===== src/rtl/ramen_timer_ctrl.sv =====
`default_nettype none
// ============================================================================
// Module   : ramen_timer_ctrl
// Purpose  : Top-level sequencer for the ramen timer. Holds an MM:SS BCD
//            countdown, runs the IDLE/RUN/PAUSE/ALARM state machine from
//            debounced button pulses, derives the 1 s tick, multiplexes the
//            four digits onto one 7-segment bus and drives the buzzer.
// Ports    : clk        - system clock
//            rst_n      - synchronous reset, active-low
//            btn_start  - pulse: start / pause / resume / acknowledge
//            btn_min    - pulse: add one minute (IDLE only)
//            btn_clear  - pulse: zero the time, return to IDLE
//            seg_out    - segments {a,b,c,d,e,f,g,dp}, active-high
//            dig_sel    - one-hot digit enable (bit0 = seconds units)
//            buzzer     - high throughout ALARM
//            done       - one-cycle pulse on entry to ALARM
//            state_o    - IDLE=0, RUN=1, PAUSE=2, ALARM=3
// Options  : RAMEN_TIMER_BLINK_EN - blank the display for the second half of
//            every tick period while in PAUSE or ALARM.
// Revision : 1.0 - initial release
// ============================================================================
module ramen_timer_ctrl #(
  parameter int TICK_DIV    = 50000000,
  parameter int SCAN_DIV    = 50000,
  parameter int DEFAULT_MIN = 3,
  parameter int BEEP_SEC    = 5
) (
  input  logic       clk,
  input  logic       rst_n,
  input  logic       btn_start,
  input  logic       btn_min,
  input  logic       btn_clear,
  output logic [7:0] seg_out,
  output logic [3:0] dig_sel,
  output logic       buzzer,
  output logic       done,
  output logic [1:0] state_o
);

  localparam int c_TICK_W = (TICK_DIV > 1) ? $clog2(TICK_DIV) : 1;
  localparam int c_SCAN_W = (SCAN_DIV > 1) ? $clog2(SCAN_DIV) : 1;
  localparam int c_BEEP_W = (BEEP_SEC > 1) ? $clog2(BEEP_SEC) : 1;

  localparam logic [c_TICK_W-1:0] c_TICK_LAST = c_TICK_W'(TICK_DIV - 1);
  localparam logic [c_SCAN_W-1:0] c_SCAN_LAST = c_SCAN_W'(SCAN_DIV - 1);
  localparam logic [c_BEEP_W-1:0] c_BEEP_LAST = c_BEEP_W'(BEEP_SEC - 1);

  // Reset time DEFAULT_MIN:00 as {min tens, min units, sec tens, sec units}
  localparam logic [15:0] c_DEFAULT_TIME = {4'(DEFAULT_MIN / 10),
                                            4'(DEFAULT_MIN % 10), 8'h00};

  typedef enum logic [1:0] {
    S_IDLE  = 2'd0,
    S_RUN   = 2'd1,
    S_PAUSE = 2'd2,
    S_ALARM = 2'd3
  } state_t;

  state_t              r_state, w_state_n;
  logic [15:0]         r_time, w_time_n;
  logic [15:0]         r_preset, w_preset_n;
  logic [c_TICK_W-1:0] r_presc, w_presc_n;
  logic [c_BEEP_W-1:0] r_beep, w_beep_n;
  logic                r_done, w_done_n;
  logic [c_SCAN_W-1:0] r_scan_cnt;
  logic [1:0]          r_scan_idx;

  logic                w_tick;
  logic [15:0]         w_time_dec;
  logic [3:0]          w_digit;
  logic [7:0]          w_seg;
  logic                w_blank;

  // One-second decrement of a non-zero BCD MM:SS value
  function automatic logic [15:0] f_bcd_dec(input logic [15:0] t);
    logic [3:0] mt, mu, st, su;
    {mt, mu, st, su} = t;
    if (su != 4'd0) begin
      su = su - 4'd1;
    end else begin
      su = 4'd9;
      if (st != 4'd0) begin
        st = st - 4'd1;
      end else begin
        st = 4'd5;
        if (mu != 4'd0) begin
          mu = mu - 4'd1;
        end else begin
          mu = 4'd9;
          mt = mt - 4'd1;
        end
      end
    end
    return {mt, mu, st, su};
  endfunction

  // Add one minute, 99 wraps to 00, seconds untouched
  function automatic logic [15:0] f_min_inc(input logic [15:0] t);
    logic [3:0] mt, mu;
    {mt, mu} = t[15:8];
    if (mu == 4'd9) begin
      mu = 4'd0;
      mt = (mt == 4'd9) ? 4'd0 : mt + 4'd1;
    end else begin
      mu = mu + 4'd1;
    end
    return {mt, mu, t[7:0]};
  endfunction

  function automatic logic [7:0] f_seg(input logic [3:0] d);
    logic [7:0] s;
    case (d)
      4'd0:    s = 8'b1111_1100;
      4'd1:    s = 8'b0110_0000;
      4'd2:    s = 8'b1101_1010;
      4'd3:    s = 8'b1111_0010;
      4'd4:    s = 8'b0110_0110;
      4'd5:    s = 8'b1011_0110;
      4'd6:    s = 8'b1011_1110;
      4'd7:    s = 8'b1110_0000;
      4'd8:    s = 8'b1111_1110;
      4'd9:    s = 8'b1111_0110;
      default: s = 8'b0000_0010;
    endcase
    return s;
  endfunction

  assign w_tick     = (r_presc == c_TICK_LAST);
  assign w_time_dec = f_bcd_dec(r_time);

  // --------------------------------------------------------------------------
  // Next-state / datapath
  // --------------------------------------------------------------------------
  always_comb begin
    w_state_n  = r_state;
    w_time_n   = r_time;
    w_preset_n = r_preset;
    w_presc_n  = r_presc;
    w_beep_n   = r_beep;
    w_done_n   = 1'b0;

    // The prescaler only advances while time is flowing; the edge that
    // pauses still counts, so a resume continues the same second.
    if (r_state == S_RUN || r_state == S_ALARM) begin
      w_presc_n = w_tick ? '0 : r_presc + c_TICK_W'(1);
    end

    if (btn_clear) begin
      w_state_n = S_IDLE;
      w_time_n  = 16'h0000;
      w_presc_n = '0;
    end else begin
      case (r_state)
        S_IDLE: begin
          if (btn_start) begin
            if (r_time != 16'h0000) begin
              w_preset_n = r_time;
              w_presc_n  = '0;
              w_state_n  = S_RUN;
            end
          end else if (btn_min) begin
            w_time_n = f_min_inc(r_time);
          end
        end
        S_RUN: begin
          if (w_tick && w_time_dec == 16'h0000) begin
            // Reaching zero wins over a simultaneous pause request
            w_time_n  = w_time_dec;
            w_state_n = S_ALARM;
            w_done_n  = 1'b1;
            w_presc_n = '0;
            w_beep_n  = '0;
          end else begin
            if (w_tick) begin
              w_time_n = w_time_dec;
            end
            if (btn_start) begin
              w_state_n = S_PAUSE;
            end
          end
        end
        S_PAUSE: begin
          if (btn_start) begin
            w_state_n = S_RUN;
          end
        end
        S_ALARM: begin
          if (btn_start || (w_tick && r_beep == c_BEEP_LAST)) begin
            w_state_n = S_IDLE;
            w_time_n  = r_preset;
            w_presc_n = '0;
            w_beep_n  = '0;
          end else if (w_tick) begin
            w_beep_n = r_beep + c_BEEP_W'(1);
          end
        end
        default: w_state_n = S_IDLE;
      endcase
    end
  end

  always_ff @(posedge clk) begin
    if (!rst_n) begin
      r_state  <= S_IDLE;
      r_time   <= c_DEFAULT_TIME;
      r_preset <= c_DEFAULT_TIME;
      r_presc  <= '0;
      r_beep   <= '0;
      r_done   <= 1'b0;
    end else begin
      r_state  <= w_state_n;
      r_time   <= w_time_n;
      r_preset <= w_preset_n;
      r_presc  <= w_presc_n;
      r_beep   <= w_beep_n;
      r_done   <= w_done_n;
    end
  end

  // --------------------------------------------------------------------------
  // Display multiplexing
  // --------------------------------------------------------------------------
  always_ff @(posedge clk) begin
    if (!rst_n) begin
      r_scan_cnt <= '0;
      r_scan_idx <= 2'd0;
    end else if (r_scan_cnt == c_SCAN_LAST) begin
      r_scan_cnt <= '0;
      r_scan_idx <= r_scan_idx + 2'd1;
    end else begin
      r_scan_cnt <= r_scan_cnt + c_SCAN_W'(1);
    end
  end

  always_comb begin
    w_digit = 4'd0;
    case (r_scan_idx)
      2'd0: w_digit = r_time[3:0];
      2'd1: w_digit = r_time[7:4];
      2'd2: w_digit = r_time[11:8];
      2'd3: w_digit = r_time[15:12];
      default: w_digit = 4'd0;
    endcase
    w_seg = f_seg(w_digit);
    // dp on the minutes-units digit forms the MM:SS colon
    if (r_scan_idx == 2'd2) begin
      w_seg[0] = 1'b1;
    end
  end

`ifdef RAMEN_TIMER_BLINK_EN
  logic [c_TICK_W-1:0] r_blink;

  always_ff @(posedge clk) begin
    if (!rst_n) begin
      r_blink <= '0;
    end else if (r_blink == c_TICK_LAST) begin
      r_blink <= '0;
    end else begin
      r_blink <= r_blink + c_TICK_W'(1);
    end
  end

  assign w_blank = (r_state == S_PAUSE || r_state == S_ALARM) &&
                   (r_blink >= c_TICK_W'(TICK_DIV / 2));
`else
  assign w_blank = 1'b0;
`endif

  assign seg_out = w_blank ? 8'h00 : w_seg;
  assign dig_sel = 4'b0001 << r_scan_idx;
  assign buzzer  = (r_state == S_ALARM);
  assign done    = r_done;
  assign state_o = r_state;

endmodule
`default_nettype wire

===== config.mk =====
export PLATFORM = sky130hd
export DESIGN_NAME = ramen_timer_ctrl
export DESIGN_NICKNAME = d
export VERILOG_FILES = /design/src/rtl/ramen_timer_ctrl.sv
export SDC_FILE = /design/constraint.sdc
export NUM_CORES = 1
export LEC_CHECK = 0
export CORE_AREA = 2 2 97 99
export DETAILED_ROUTE_END_ITERATION = 10
export DIE_AREA = 0 0 99 101
export MAX_ROUTING_LAYER = met4
export PLACE_DENSITY_LB_ADDON = 0.05
export SYNTH_ARGS = -nofsm -noshare
export SYNTH_HDL_FRONTEND = slang
export SYNTH_SLANG_ARGS = --single-unit
export TNS_END_PERCENT = 30

===== constraint.sdc =====
create_clock -name clk -period 2.1 [get_ports clk]
set_input_delay 0.315 -clock clk [delete_from_list [all_inputs] [get_ports clk]]
set_output_delay 0.315 -clock clk [all_outputs]
set_load 0.02 [all_outputs]

== Word level (Yosys, flattened, before mapping) ==
Memory sizes are Yosys's and may differ from the RTL's.
Index checks and enable logic that the tools add are counted.

* Memories: 1
* Register bits: 82
* Output and inout bits: 16
* Bits in read-only memories: 112

* Bitwise operators: 4
* Reduce and logical (&&, ||, !) cells: 24
* $add $sub $neg: 10
* Eq/ne operators: 26
* Shift-type cells: 1
* Multiplexer cells: 40

{| class="wikitable"
|+ Memories
! name !! words !! bits a word !! rd ports !! clocked after Yosys merged registers in !! wr ports !! RTL line !! source
|-
| (name not given) || 16 || 7 || 1 || 0 || 0 || 112 || <nowiki>case (d)</nowiki>
|}

{| class="wikitable"
|+ Operator list
! cell !! number
|-
| $mux W26 || 6
|-
| $mux W16 || 5
|-
| $pmux W26 S3 || 1
|-
| $mux W4 || 12
|-
| $pmux W16 S3 || 1
|-
| $add A26 B1 Y26 const B || 1
|-
| $eq A26 B26 Y1 const B || 1
|-
| $add A16 B1 Y16 const B || 1
|-
| $eq A16 B16 Y1 const B || 1
|-
| $logic_not A16 Y1 || 1
|-
| $pmux W4 S4 || 1
|-
| $reduce_bool A16 Y1 || 1
|-
| $reduce_bool A4 Y1 || 4
|-
| $sub A4 B1 Y4 const B || 4
|-
| $reduce_and A5 Y1 || 3
|-
| $mux W2 || 6
|-
| $ne A2 B2 Y1 const B || 6
|-
| $reduce_and A4 Y1 || 3
|-
| $mux W10 || 1
|-
| $mux W3 || 3
|-
| $ne A3 B2 Y1 const B || 3
|-
| $add A4 B1 Y4 const B || 2
|-
| $eq A2 B2 Y1 const B || 4
|-
| $eq A4 B4 Y1 const B || 2
|-
| other kinds (21) || 32
|}

== Longest topological paths before layout ==
Gate-level depths: netlist (run 1).

* Depth in word-level cells: 9
* Gate-level depth with buffers: 10
* Mapped depth without buffers: 10

== Worst setup path after synthesis (run 1) ==
No wires, ideal clock.

* Kind: register to output
* From: register r_scan_idx[0]
* To: output port seg_out[2]
* Stages on the path, launching flop included: 11
* Arrival: 2.322 ns
* Path buffers: 0
* Setup slack: -0.537 ns
* Path through: dfxtp_1 inv_1 ha_1 a222oi_1 nand2_1 o21ai_0 inv_1 ha_1 nor2_1 a21oi_1 o21ai_0

* Word-level cells in the longest chain between the ends: 3

{| class="wikitable"
|+ Ends and longest elaborated chain
! element !! RTL line !! source
|-
| start, declared || 66 || <nowiki>logic [1:0] r_scan_idx;</nowiki>
|-
| start signal, assigned || 229 || <nowiki>r_scan_idx <= r_scan_idx + 2'd1;</nowiki>
|-
| $eq A2 B2 Y1 (tied with other cells) || 237 || <nowiki>case (r_scan_idx)</nowiki>
|-
| $pmux W4 S4 (*) || 237 ||
|-
| $mem_v2 Z16 W7 (*) || -- ||
|-
| end, declared || 33 || <nowiki>output logic [7:0] seg_out,</nowiki>
|}

Every way passes the cells marked *; elsewhere a longest branch is shown, timed or not.

== Final worst setup path (run 1) ==
* From: register r_scan_idx[1]
* To: output port seg_out[7]

Same word-level chain as after synthesis.

==> flow_metrics.py, run 1 <==
metrics = {
    "clocking": {
        "cts.clk_slew.worst_paths_ps": 90,
        "cts_sinks": 82,
        "clock_path_buffers": 2,
        "postCtsHoldBufs": 0,
        "cts-root-buf": "clkbuf_8",
        "cts_buffers": 9,
        "clock_latency_ps": 370,
        "cts_tree": "built",
        "cts_max_level": 3,
    },
    "critical_path": {
        "cp-end-kind": "output port",
        "r2r_start": "r_time[7]$_SDFFE_PP0P_",
        "start_kind": "register",
        "regToRegSetupSlack_ps": -110,
        "path_class": "register to output port",
        "crit_arrival_ps": 2220,
        "startpoint": "r_scan_idx[1]$_SDFFE_PN0P_",
        "path_max_fanout": 4,
        "required_ps": 1780,
    },
    "layout": {
        "drive_gt1_frac": 0.319,
        "final_cell_mix": "buf_4 (107), nor2_1 (76), dfxtp_1 (73)",
        "fin_area_um2": 6470,
        "nFillCells": 724,
        "final_common_cell": "buf_4",
        "layout.nets": 731,
        "area_growth_pct": 35.3,
        "n_antenna_cell": 0,
    },
    "synth": {
        "ys_warn_count": 0,
        "synth_flop_cell": "dfxtp_1",
        "netlist_instances": 584,
        "synth-seq-cells": 82,
        "synth_edf_count": 0,
        "seq_area_frac_synth": 0.343,
        "synthArstFlopShare": 0,
        "synth.net_count": 611,
        "synth_cell_types": 69,
        "syn_area_um2": 4790,
        "synth_top_area_share": 0.343,
        "avgSynthCellArea_um2": 8.19,
        "synthTopCellsByArea": "dfxtp_1 (34%), nor2_1 (6.3%), ha_1 (5.8%)",
        "yosysTopAreaCell": "dfxtp_1",
    },
    "power_and_ir_drop": {
        "power_density_nw_per_um2": 499,
        "ir_drop_v": 0.000348,
        "p_leak_nw": 2.49,
    },
    "floorplan": {
        "io_pins": 21,
        "dieWidth_um": 99,
        "core_area_um2": 8980,
        "die_h_um": 101,
        "die_area_um2": 10000,
        "start_util": 0.533,
        "fp-row-count": 35,
    },
    "status": {
        "status": "finished, violations left",
        "failed_checks": "negative setup slack",
    },
    "drt": {
        "drt_first_pass_iters": 7,
        "routed_wl_um": 12400,
        "wire_per_inst_um": 15.1,
        "drc": 0,
        "num_vias": 4632,
        "ant_nets": 0,
        "drt-initial-drc-count": 216,
        "avgViaCountPerCell": 5.65,
    },
    "timing": {
        "hold_violations": 0,
        "rsz0062_at_grt": "yes",
        "finalWorstSetupSlack_ps": -435,
        "tightest_slew_ps": 447,
        "slew_headroom": 0.700,
        "fmax_ghz": 0.394,
        "slew_viol_final": 0,
        "finalSetupViolations": 22,
        "finalSetupTns_ps": -4210,
        "final.setup_skew_ps": 8.47,
        "fin_crit_sh": 1.21,
        "period_minus_slack_ps": 2540,
    },
    "worst_hold_path": {
        "min_from": "r_scan_cnt[0]$_SDFF_PP0_",
        "hp-class": "register to register",
    },
    "global_route": {
        "grt_max_degree": 18,
        "antenna_found_initial": 0,
        "grt_pass1_wl_um": 21400,
        "grt_usage": 0.271,
        "grt_pass1_vias": 4578,
        "grt_overflow": 0,
    },
    "place": {
        "hpwlAfterDp_um": 9030,
        "pre_cts_slack_ps": -527,
        "gp_congestion": 0.900,
        "numPortBuffers": 20,
        "placedInstanceArea_um2": 5940,
    },
    "job": {
        "max-cap-violations": 0,
    },
}
==> per-stage QoR <==
step	utilization	hold WS, ps	total power [mW]	std cells
detailed placement	0.661	440	1.91	793
global placement	0.661	429	1.90	793
global route	0.721	473	3.35	820
floorplan	-	417	1.78	584
finish	0.721	462	3.23	820
CTS	0.715	462	3.26	820
==> registers in the layout (all words and copies together) (netlist names) <==
| name | flops |
|---|---|
| r_beep | 3 |
| r_scan_idx | 2 |
| done | 1 |
| r_scan_cnt | 16 |
| r_preset | 16 |
| r_time | 16 |
| state_o | 2 |
| r_presc | 26 |
==> routing by layer <==
| metal | GRT usage | part of all wire | up-vias |
|---|---|---|---|
| li1 | - | - | 2313 |
| met1 | 0.334 | 0.45 | 2168 |
| met2 | 0.445 | 0.48 | 110 |
| met3 | 0.0333 | 0.036 | 41 |
| met4 | 0.129 | 0.035 | 0 |
| met5 | - | 0 | - |
==> power by group <==
part           internal, mW  switching (mW)
Sequential             1.57          0.0123
Clock                 0.695           0.638
Combinational         0.147           0.171
==> worst max-delay path: stages, from the launching register on <==
cell      delay (ps)
dfxtp_4          380
ha_4             180
a222oi_1         380
nand2_1          110
o21ai_2           90
inv_2             80
ha_4             160
mux2i_1          120
nand2_1          130
o31ai_4           80
buf_6            140
==> cells by family after synthesis <==
family	Yosys count	synth area share
AO/OA/AOI/OAI	102	0.145
flip-flops	82	0.343
AND/OR/NAND/NOR	267	0.295
buffers and inverters	53	0.0484
adder cells (fa/ha/maj)	22	0.0575
XOR/XNOR	42	0.0769
multiplexers	16	0.0342
==> layout make-up <==
cell class                      instances  area, um^2  area share
Tap cell                              111         139      0.0215
Clock inverter                          7         106      0.0164
Inverter                               22        90.1      0.0139
Timing Repair Buffer                  140        1180       0.182
Sequential cell                        82        1660       0.256
Multi-Input combinational cell        449        3180       0.491
Clock buffer                            9         124      0.0191
==> path summary, 6_finish.rpt <==
kind,to,depth (start not counted)
min reg2reg,r_scan_cnt[0]$_SDFF_PP0_,1
max,seg_out[7],10
min,r_scan_cnt[0]$_SDFF_PP0_,1
max reg2reg,r_presc[1]$_SDFF_PP0_,7
==> repair_timing <==
item	CTS	global route
endpoints found under the setup margin	48	55
buffers inserted	10	0
endpoints found under the hold margin	0	0
gates resized for setup	89	20
pin swaps	29	18
gates cloned	1	0
==> synthesized netlist by cell type (5+ instances only) <==
master    number
nor2_1        80
nor4_1         9
nand2_1       54
nor2b_1       16
clkbuf_1      19
a21oi_1       25
inv_1         20
nand4_1       15
nor2_2        10
a211oi_1       9
xor2_1        16
o31ai_1        5
ha_1          22
a222oi_1       5
nor3_1        15
o21ai_0       19
nand3_1       27
and3_1         6
dfxtp_1       82
a31oi_1        6
mux2i_1       15
xnor2_1       26
buf_2          5
(Power assumes the default switching activity.)
==> run 2, diff against run 1 <==
SKIP_LAST_GASP = 1   (was not set)
==> flow_metrics.py, run 2 (synthesis gave the netlist of run 1 again) <==
metrics = {
    "status": {
        "status": "finished, violations left",
        "failed_checks": "negative setup slack",
    },
    "timing": {
        "tightest_slew_ps": 478,
        "fin_crit_sh": 1.22,
        "period_minus_slack_ps": 2570,
        "fmax_ghz": 0.390,
        "holdWs_ps": 461,
        "final.setup_skew_ps": 8.51,
        "finalSetupViolations": 42,
        "finalWorstSetupSlack_ps": -466,
        "finalSetupTns_ps": -5280,
        "rsz0062_at_grt": "yes",
        "hold_violations": 0,
        "slew_headroom": 0.679,
        "slew_viol_final": 0,
    },
    "layout": {
        "area_growth_pct": 34.1,
        "n_antenna_cell": 0,
        "layout.nets": 732,
        "final_cell_mix": "buf_4 (111), nor2_1 (77), dfxtp_1 (76)",
        "final_common_cell": "buf_4",
        "fin_area_um2": 6420,
        "largest_register": "r_presc",
        "nFillCells": 736,
        "register_area_um2": 1650,
        "drive_gt1_frac": 0.299,
        "multiInputGateArea_um2": 3130,
        "largest_reg_flops": 26,
    },
    "worst_hold_path": {
        "min_from": "r_scan_cnt[0]$_SDFF_PP0_",
        "hp-class": "register to register",
    },
    "clocking": {
        "cts_tree": "built",
        "clock_path_buffers": 2,
        "cts-root-buf": "clkbuf_8",
        "cts.clk_slew.worst_paths_ps": 90,
        "cts_max_level": 3,
        "cts_buffers": 9,
        "cts_sinks": 82,
        "clock_latency_ps": 360,
        "postCtsHoldBufs": 0,
    },
    "critical_path": {
        "crit_arrival_ps": 2250,
        "path_max_fanout": 5,
        "r2r_start": "r_time[4]$_SDFFE_PP0P_",
        "required_ps": 1780,
        "start_kind": "register",
        "startpoint": "r_scan_idx[1]$_SDFFE_PN0P_",
        "cp-end-kind": "output port",
        "path_class": "register to output port",
    },
    "place": {
        "gp_congestion": 0.900,
        "numPortBuffers": 20,
        "placedInstanceArea_um2": 5940,
        "hpwlAfterDp_um": 9030,
    },
    "global_route": {
        "grt_pass1_wl_um": 21200,
        "met3_usage": 0.0333,
        "grt_max_degree": 18,
        "grt_usage": 0.269,
        "use_met1": 0.330,
        "top_usage_layer": "met2",
        "grt_overflow": 0,
        "antenna_found_initial": 0,
        "grt_pass1_vias": 4564,
        "met2_usage": 0.441,
    },
    "power_and_ir_drop": {
        "power_density_nw_per_um2": 503,
        "total_power_mw": 3.23,
        "ir_drop_v": 0.000350,
        "p_leak_nw": 2.46,
    },
    "floorplan": {
        "die_area_um2": 10000,
        "start_util": 0.533,
        "io_pins": 21,
        "fp-row-count": 35,
        "dieWidth_um": 99,
        "die_h_um": 101,
        "core_area_um2": 8980,
    },
    "drt": {
        "routed_wl_um": 12300,
        "drt_first_pass_iters": 5,
        "num_vias": 4648,
        "ant_nets": 0,
        "avgViaCountPerCell": 5.66,
        "drc": 0,
        "wire_per_inst_um": 15.0,
        "drt-initial-drc-count": 328,
    },
    "job": {
        "max-cap-violations": 0,
    },
}
run 2: layer usage:
| layer | share of wire | up-vias |
|---|---|---|
| met4 | 0.035 | 0 |
| met1 | 0.44 | 2155 |
| met5 | 0 | - |
| met3 | 0.043 | 40 |
| met2 | 0.48 | 132 |
| li1 | - | 2321 |
run 2: cell type report:
class                   instances  area share
multi-input cells             449       0.488
well taps                     111      0.0216
clock inverters                 7      0.0166
clock buffers                   9      0.0193
flip-flops and latches         82       0.258
inverters                      22      0.0140
repair buffers                141       0.183
run 2: path summary, 6_finish.rpt:
path / to / slack (ps) / depth (start not counted)
max reg2reg: r_time[8]$_SDFFE_PN1P_ / -140 / 10
max: seg_out[1] / -470 / 8
min: r_scan_cnt[0]$_SDFF_PP0_ / 460 / 1
min reg2reg: r_scan_cnt[0]$_SDFF_PP0_ / 460 / 1
run 2: repair_timing:
| item | 4_1_cts | 5_1_grt |
|---|---|---|
| setup buffers | 10 | 1 |
| endpoints found under the hold margin | 0 | 0 |
| endpoints found under the setup margin | 48 | 62 |
| gates cloned | 1 | 0 |
| pin swaps | 22 | 12 |
| gates resized for setup | 82 | 3 |
run 2: worst max-delay path, cell delays in order, from the launching register on:
cell	delay, ps
dfxtp_4	380
ha_4	170
buf_6	110
a222oi_1	390
mux2i_1	130
buf_4	180
buf_6	120
a211o_1	270
buf_6	130
run 2: report_power, final:
part,total (mW),internal (mW),switching (mW)
sequential,1.58,1.57,0.0120
combinational,0.313,0.144,0.169
clock,1.33,0.695,0.640
run 2: metrics by stage:
step | utilization | cells | setup slack (ps)
floorplan | - | 584 | -63.0
global placement | 0.661 | 793 | -482
detailed placement | 0.661 | 793 | -527
CTS | 0.713 | 820 | -420
global route | 0.715 | 821 | -578
finish | 0.715 | 821 | -466
==> run 3, diff against run 2 <==
SKIP_CTS_REPAIR_TIMING = 1   (was not set)
==> flow_metrics.py, run 3 (synthesis gave the netlist of run 1 again) <==
metrics = {
    "place": {
        "gp_congestion": 0.900,
        "pre_cts_slack_ps": -527,
        "dpl.cell_count": 793,
        "hpwlAfterDp_um": 9030,
        "numPortBuffers": 20,
    },
    "timing": {
        "hold_violations": 0,
        "slew_viol_final": 0,
        "finalWorstSetupSlack_ps": -469,
        "slew_headroom": 0.700,
        "tightest_slew_ps": 447,
        "final.setup_skew_ps": 8.98,
        "finalSetupViolations": 46,
        "period_minus_slack_ps": 2570,
        "fmax_ghz": 0.389,
        "finalSetupTns_ps": -7840,
        "rsz0062_at_grt": "yes",
        "fin_crit_sh": 1.22,
    },
    "power_and_ir_drop": {
        "power_density_nw_per_um2": 498,
        "p_leak_nw": 2.54,
        "ir_drop_v": 0.000400,
    },
    "floorplan": {
        "die_h_um": 101,
        "io_pins": 21,
        "core_area_um2": 8980,
        "die_area_um2": 10000,
        "start_util": 0.533,
        "dieWidth_um": 99,
        "fp-row-count": 35,
    },
    "clocking": {
        "cts_sinks": 82,
        "cts_buffers": 9,
        "cts_tree": "built",
        "cts.clk_slew.worst_paths_ps": 90,
        "clock_latency_ps": 360,
        "cts-root-buf": "clkbuf_8",
        "cts_max_level": 3,
        "clock_path_buffers": 2,
    },
    "critical_path": {
        "r2r-end": "r_presc[1]$_SDFF_PP0_",
        "crit_arrival_ps": 2250,
        "path_max_fanout": 4,
        "startpoint": "r_scan_idx[1]$_SDFFE_PN0P_",
        "start_kind": "register",
        "ff2ff_path_depth": 9,
        "r2r_start": "r_time[7]$_SDFFE_PP0P_",
        "regToRegSetupSlack_ps": -180,
        "cp-end-kind": "output port",
        "required_ps": 1780,
        "path_class": "register to output port",
    },
    "global_route": {
        "met3_usage": 0.0340,
        "grt_pass1_vias": 4390,
        "antenna_found_initial": 0,
        "use_met1": 0.326,
        "met2_usage": 0.433,
        "grt_usage": 0.262,
        "grt_overflow": 0,
        "grt_max_degree": 18,
        "grt_pass1_wl_um": 20700,
        "top_usage_layer": "met2",
    },
    "layout": {
        "drive_gt1_frac": 0.312,
        "largest_register": "r_presc",
        "fin_cells": 830,
        "area_growth_pct": 37.7,
        "nFillCells": 707,
        "n_antenna_cell": 0,
        "layout.nets": 741,
        "register_area_um2": 1660,
        "multiInputGateArea_um2": 3180,
        "final_cell_mix": "buf_4 (115), nor2_1 (77), dfxtp_1 (74)",
        "final_common_cell": "buf_4",
        "largest_reg_flops": 26,
    },
    "drt": {
        "routed_wl_um": 13100,
        "avgViaCountPerCell": 5.70,
        "num_vias": 4734,
        "drc": 0,
        "ant_nets": 0,
        "wire_per_inst_um": 15.8,
        "drt_first_pass_iters": 5,
        "drt-initial-drc-count": 274,
    },
    "worst_hold_path": {
        "min_from": "r_scan_cnt[0]$_SDFF_PP0_",
        "whs_endpoint": "r_scan_cnt[0]$_SDFF_PP0_",
        "min_delay_path_depth": 1,
        "hp-class": "register to register",
    },
    "job": {
        "max-cap-violations": 0,
    },
    "status": {
        "failed_checks": "negative setup slack",
        "status": "finished, violations left",
    },
}
[run 3: cell count changes in the layout (fill, tap and decap cells not counted), sizes merged]
cell / delta
buf: +7
clkbuf: +2
[run 3: cell type report]
cell class | instances | share of cell area
inverter | 22 | 0.0140
multi-input combinational | 449 | 0.482
sequential | 82 | 0.252
clock buffer | 9 | 0.0188
tap | 111 | 0.0211
clock inverter | 7 | 0.0161
timing repair buffer | 150 | 0.196
[run 3: worst max path at each step]
stage,end,slack (ps),cells past startpoint
after floorplan,seg_out[6],-60,10
after global placement,seg_out[6],-480,9
after detailed placement,seg_out[6],-530,11
after CTS,seg_out[6],-940,11
after global routing,seg_out[6],-620,11
final,seg_out[3],-470,9
[run 3: where the power goes]
group | total [mW] | switching (mW) | leakage [nW] | internal, mW
clock network | 1.34 | 0.642 | 0.117 | 0.695
registers | 1.58 | 0.0124 | 0.666 | 1.57
logic | 0.367 | 0.189 | 1.76 | 0.179
total | 3.28 | 0.843 | 2.54 | 2.44
[run 3: metrics by stage]
| stage | utilization | hold slack, ps | power, mW | cell area, um^2 |
|---|---|---|---|---|
| floorplan | - | 417 | 1.78 | 4900 |
| global placement | 0.661 | 429 | 1.90 | 5940 |
| detailed placement | 0.661 | 440 | 1.91 | 5940 |
| CTS | 0.687 | 462 | 3.24 | 6170 |
| global route | 0.734 | 473 | 3.40 | 6590 |
| finish | 0.734 | 461 | 3.28 | 6590 |
[run 3: metal layers]
layer / routed length [um] / up-vias
li1: - / 2335
met1: 5690 / 2229
met5: 0 / -
met2: 6470 / 145
met4: 317 / 0
met3: 602 / 25
[run 3: critical path, stage by stage, from the launching register on]
cell	delay [ps]
dfxtp_4	410
inv_4	50
ha_4	160
a222oi_1	380
a21oi_2	180
buf_4	170
ha_2	150
mux2i_1	140
o21ai_1	100
buf_4	160
==> variant 1, RTL diff (config.mk and constraints of run 3) <==
`TICK_DIV`: 50000000 -> 25000000.
--- a/src/rtl/ramen_timer_ctrl.sv
+++ b/src/rtl/ramen_timer_ctrl.sv
@@ -22,3 +22,3 @@
 module ramen_timer_ctrl #(
-  parameter int TICK_DIV    = 50000000,
+  parameter int TICK_DIV    = 25000000,
   parameter int SCAN_DIV    = 50000,
Behaviour: same outputs for any inputs over 4 cycles, from zero or initial values and one cycle with rst_n low; that may be too few to reach the edited logic, so the function may still have changed.
==> variant 1 against run 3 <==
The flow still finishes with violations (setup timing). First-iteration DRC count decreased by 22%. Power increased by 5.0%. Cell area decreased by 1.8%. Count of clock-buffer cells in the layout unchanged. Die area unchanged. Worst hold slack got worse by 0.0086 ns. Wire length decreased by 0.50%. Cell count decreased by 1.4%. Setup slack improved by 0.00066 ns. Sequential cell count decreased by 1. Synthesized area decreased by 2.0%. Combinational power increased by 17%. Critical path type unchanged.
==> variant 1: results <==
outcome:
  status: "finished with violations"
  violations: "setup timing"
drt:
  wl_per_cell_um: 15.9
  drt_iter0_drc: 215
sta:
  setup_viol: 28
  setup_slack_ns: -0.468
  fin_skew_ns: 0.0124
critical_path:
  cp_top_family: "adder cells"
  r2r_slack_ns: -0.10
  reg2reg_depth: 10
  r2r_end: "r_presc[12]$_SDFF_PP0_"
  r2r-start: "r_time[8]$_SDFFE_PN1P_"
  crit_start: "r_scan_idx[0]$_SDFFE_PN0P_"
yosys:
  synth_cell_type_count: 61
  synth_cells: 583
  ys_seq_area_share_pct: 34.6
global_route:
  grt.met2_usage_pct: 43.5
  grt_util_met1_pct: 31.5
  met3_usage_pct: 3.26
placement:
  place_area_um2: 5770
  hpwlAfterDp_um: 9080
  dp_slack_ns: -0.552
  gp_congestion: 0.926
power_and_ir_drop:
  peakVddDrop_mv: 0.359
  p_leak_nw: 2.49
-- variant 1: changes by cell type after synthesis, sizes merged, moves of 6 or more --
cell and delta:
nor2 -17, a21boi +12, nor2b -12, mux2i -6, nand2 +6, o21ai +6
-- variant 1: worst reg2reg max path, delay by kind of cell (launching register included) --
kind / cells / cell delay [ns]
and+or+nand+nor: 3 / 0.55
buffers and inverters: 3 / 0.48
AOI/OAI and AO/OA: 2 / 0.45
DFF: 1 / 0.35
adders and majority gates: 1 / 0.16
muxes: 1 / 0.13
-- variant 1: cell type report --
cell class | count | area, um^2
timing repair buffer | 140 | 1190
fill | 684 | 2500
inverter | 24 | 97.6
tap | 111 | 139
multi-input combinational | 446 | 3160
sequential | 81 | 1630
clock inverter | 7 | 130
clock buffer | 9 | 124
-- variant 1: how the worst max path moves through the flow --
stage	end	slack, ns	cells after the start
3_5_place_dp	seg_out[6]	-0.55	9
3_3_place_gp	seg_out[6]	-0.48	9
5_1_grt	seg_out[6]	-0.58	11
4_1_cts	seg_out[6]	-0.96	9
6_report	seg_out[6]	-0.47	11
2_1_floorplan	r_presc[18]$_SDFF_PP0_	-0.07	10
-- variant 1: cells by family after synthesis --
kind of cell / Yosys count / share of synthesized area (%)
buffers and inverters: 56 / 5.07
and+or+nand+nor: 246 / 26.2
DFF: 81 / 34.6
xor gates and xnor gates: 41 / 7.65
muxes: 10 / 2.13
adders and majority gates: 23 / 6.13
AOI/OAI and AO/OA: 126 / 18.3
-- variant 1: per-layer routing --
metal	up-vias	share of wire, %
met5	-	0
met1	2209	44
met4	0	2.7
li1	2295	-
met3	25	3.4
met2	101	50
-- variant 1: where the power goes --
group	internal, mW	switching [mW]	leakage (nW)
sequential	1.55	0.0139	0.656
combinational	0.203	0.226	1.70
clock	0.815	0.641	0.128
==> variant 2, RTL diff (settings of run 3) <==
Made on the original files. The output `done` loses its register stage (`r_done` becomes a continuous assignment).
--- a/src/rtl/ramen_timer_ctrl.sv
+++ b/src/rtl/ramen_timer_ctrl.sv
@@ -208,3 +208,2 @@
       r_beep   <= '0;
-      r_done   <= 1'b0;
     end else begin
@@ -215,5 +214,6 @@
       r_beep   <= w_beep_n;
-      r_done   <= w_done_n;
-    end
-  end
+    end
+  end
+
+  assign r_done = w_done_n;
 
Formal check against the unedited RTL: same outputs for any inputs over 4 cycles, from zero or initial values and one cycle with rst_n low; that may be too few to reach the edited logic, so the function may still have changed.
==> variant 2 against run 3 <==
The flow still finishes with violations (setup timing). Synthesized area is 7.7% higher. Fmax is 12% lower. Setup slack worse by 0.36 ns. Sequential cell count is 1 lower. Via count is 13% higher. Power is 4.2% higher. Cell count is 7.0% higher. Clock power is 7% higher. Cell area is 7.3% higher. Global-route usage is 6.7 points higher. Wire length is 19% higher.
==> variant 2: results <==
critical_path:
  cp_slowest_stage_delay_ns: 0.47
  crit_path_max_fanout: 8
  endpoint: "done"
  r2r_slack_ns: -0.58
  crit_arrival_ns: 2.62
  crit_start: "r_time[8]$_SDFFE_PN1P_"
  r2r-start: "r_time[1]$_SDFFE_PP0P_"
  slowest_stage: "or4_4"
  reg2reg_depth: 10
placement:
  place_area_um2: 6620
  gp_congestion: 0.963
  dp_slack_ns: -1.02
  placedCellCount: 861
  hpwlAfterDp_um: 11600
drt:
  vias: 5338
  met3_length_um: 743
  drt_iter0_drc: 306
  wl_met1_um: 6550
  wl_per_cell_um: 17.6
  vias_per_cell: 6.01
clock_network:
  root_buffer: "clkbuf_8"
yosys:
  synth-compound-area-share_pct: 22.6
  syn_nets: 651
  synth_cells: 624
  synth_xor_area_share_pct: 6.80
  synthTopCellsByCount: "dfxtp_1 (81), nor2_1 (57), nand2_1 (52)"
  ys_seq_area_share_pct: 31.5
  muxShareOfSynthArea_pct: 1.58
  synth_area_leaders: "dfxtp_1 (31%), ha_1 (5.3%), xnor2_1 (4.6%), nor2_1 (4.2%), nand2_1 (3.8%)"
  synth_cell_type_count: 75
  synthAdderAreaFrac_pct: 5.34
finish:
  fill_cells: 636
  drive_above_1_share_pct: 32.7
  nets: 799
  seq_area_um2: 1640
  largest_reg_flops: 26
power_and_ir_drop:
  peakVddDrop_mv: 0.428
  p_leak_nw: 2.65
global_route:
  track_usage_pct: 32.9
  grt_pass1_wl_um: 25500
  grt.met2_usage_pct: 56.9
  grt_util_met1_pct: 38.5
  met3_usage_pct: 4.37
  grt_max_degree: 23
sta:
  setup_slack_ns: -0.830
  tns_ns: -18.65
  setup_viol: 57
  fin_hold_ws_ns: 0.468
  max_slew.worst_pin.slew_ns: 0.458
  fin_skew_ns: 0.0109
worst_hold_path:
  hold_depth: 1
  holdCritPathClass: "reg -> reg"
  min_to: "r_scan_cnt[0]$_SDFF_PP0_"
outcome:
  violations: "setup timing"
  status: "finished with violations"
variant 2: power breakdown:
group | total [mW] | internal [mW] | switching, mW | leakage [nW]
combinational | 0.423 | 0.179 | 0.244 | 1.87
clock | 1.43 | 0.767 | 0.666 | 0.126
sequential | 1.56 | 1.55 | 0.0163 | 0.658
total | 3.42 | 2.49 | 0.925 | 2.65
variant 2: layout make-up:
| type | instances | share of cell area (%) |
|---|---|---|
| well taps | 111 | 1.96 |
| clock buffers | 10 | 2.10 |
| clock inverters | 6 | 1.41 |
| repair buffers | 178 | 20.5 |
| flip-flops and latches | 81 | 23.2 |
| multi-input cells | 475 | 49.2 |
| inverters | 27 | 1.64 |
variant 2: critical path, delay by kind of cell (launching register included):
kind            cells  cell delay (ns)
flops               1             0.36
buf+inv             3             0.34
fa+ha+maj           1             0.13
compound gates      1             0.12
simple gates        4             1.29
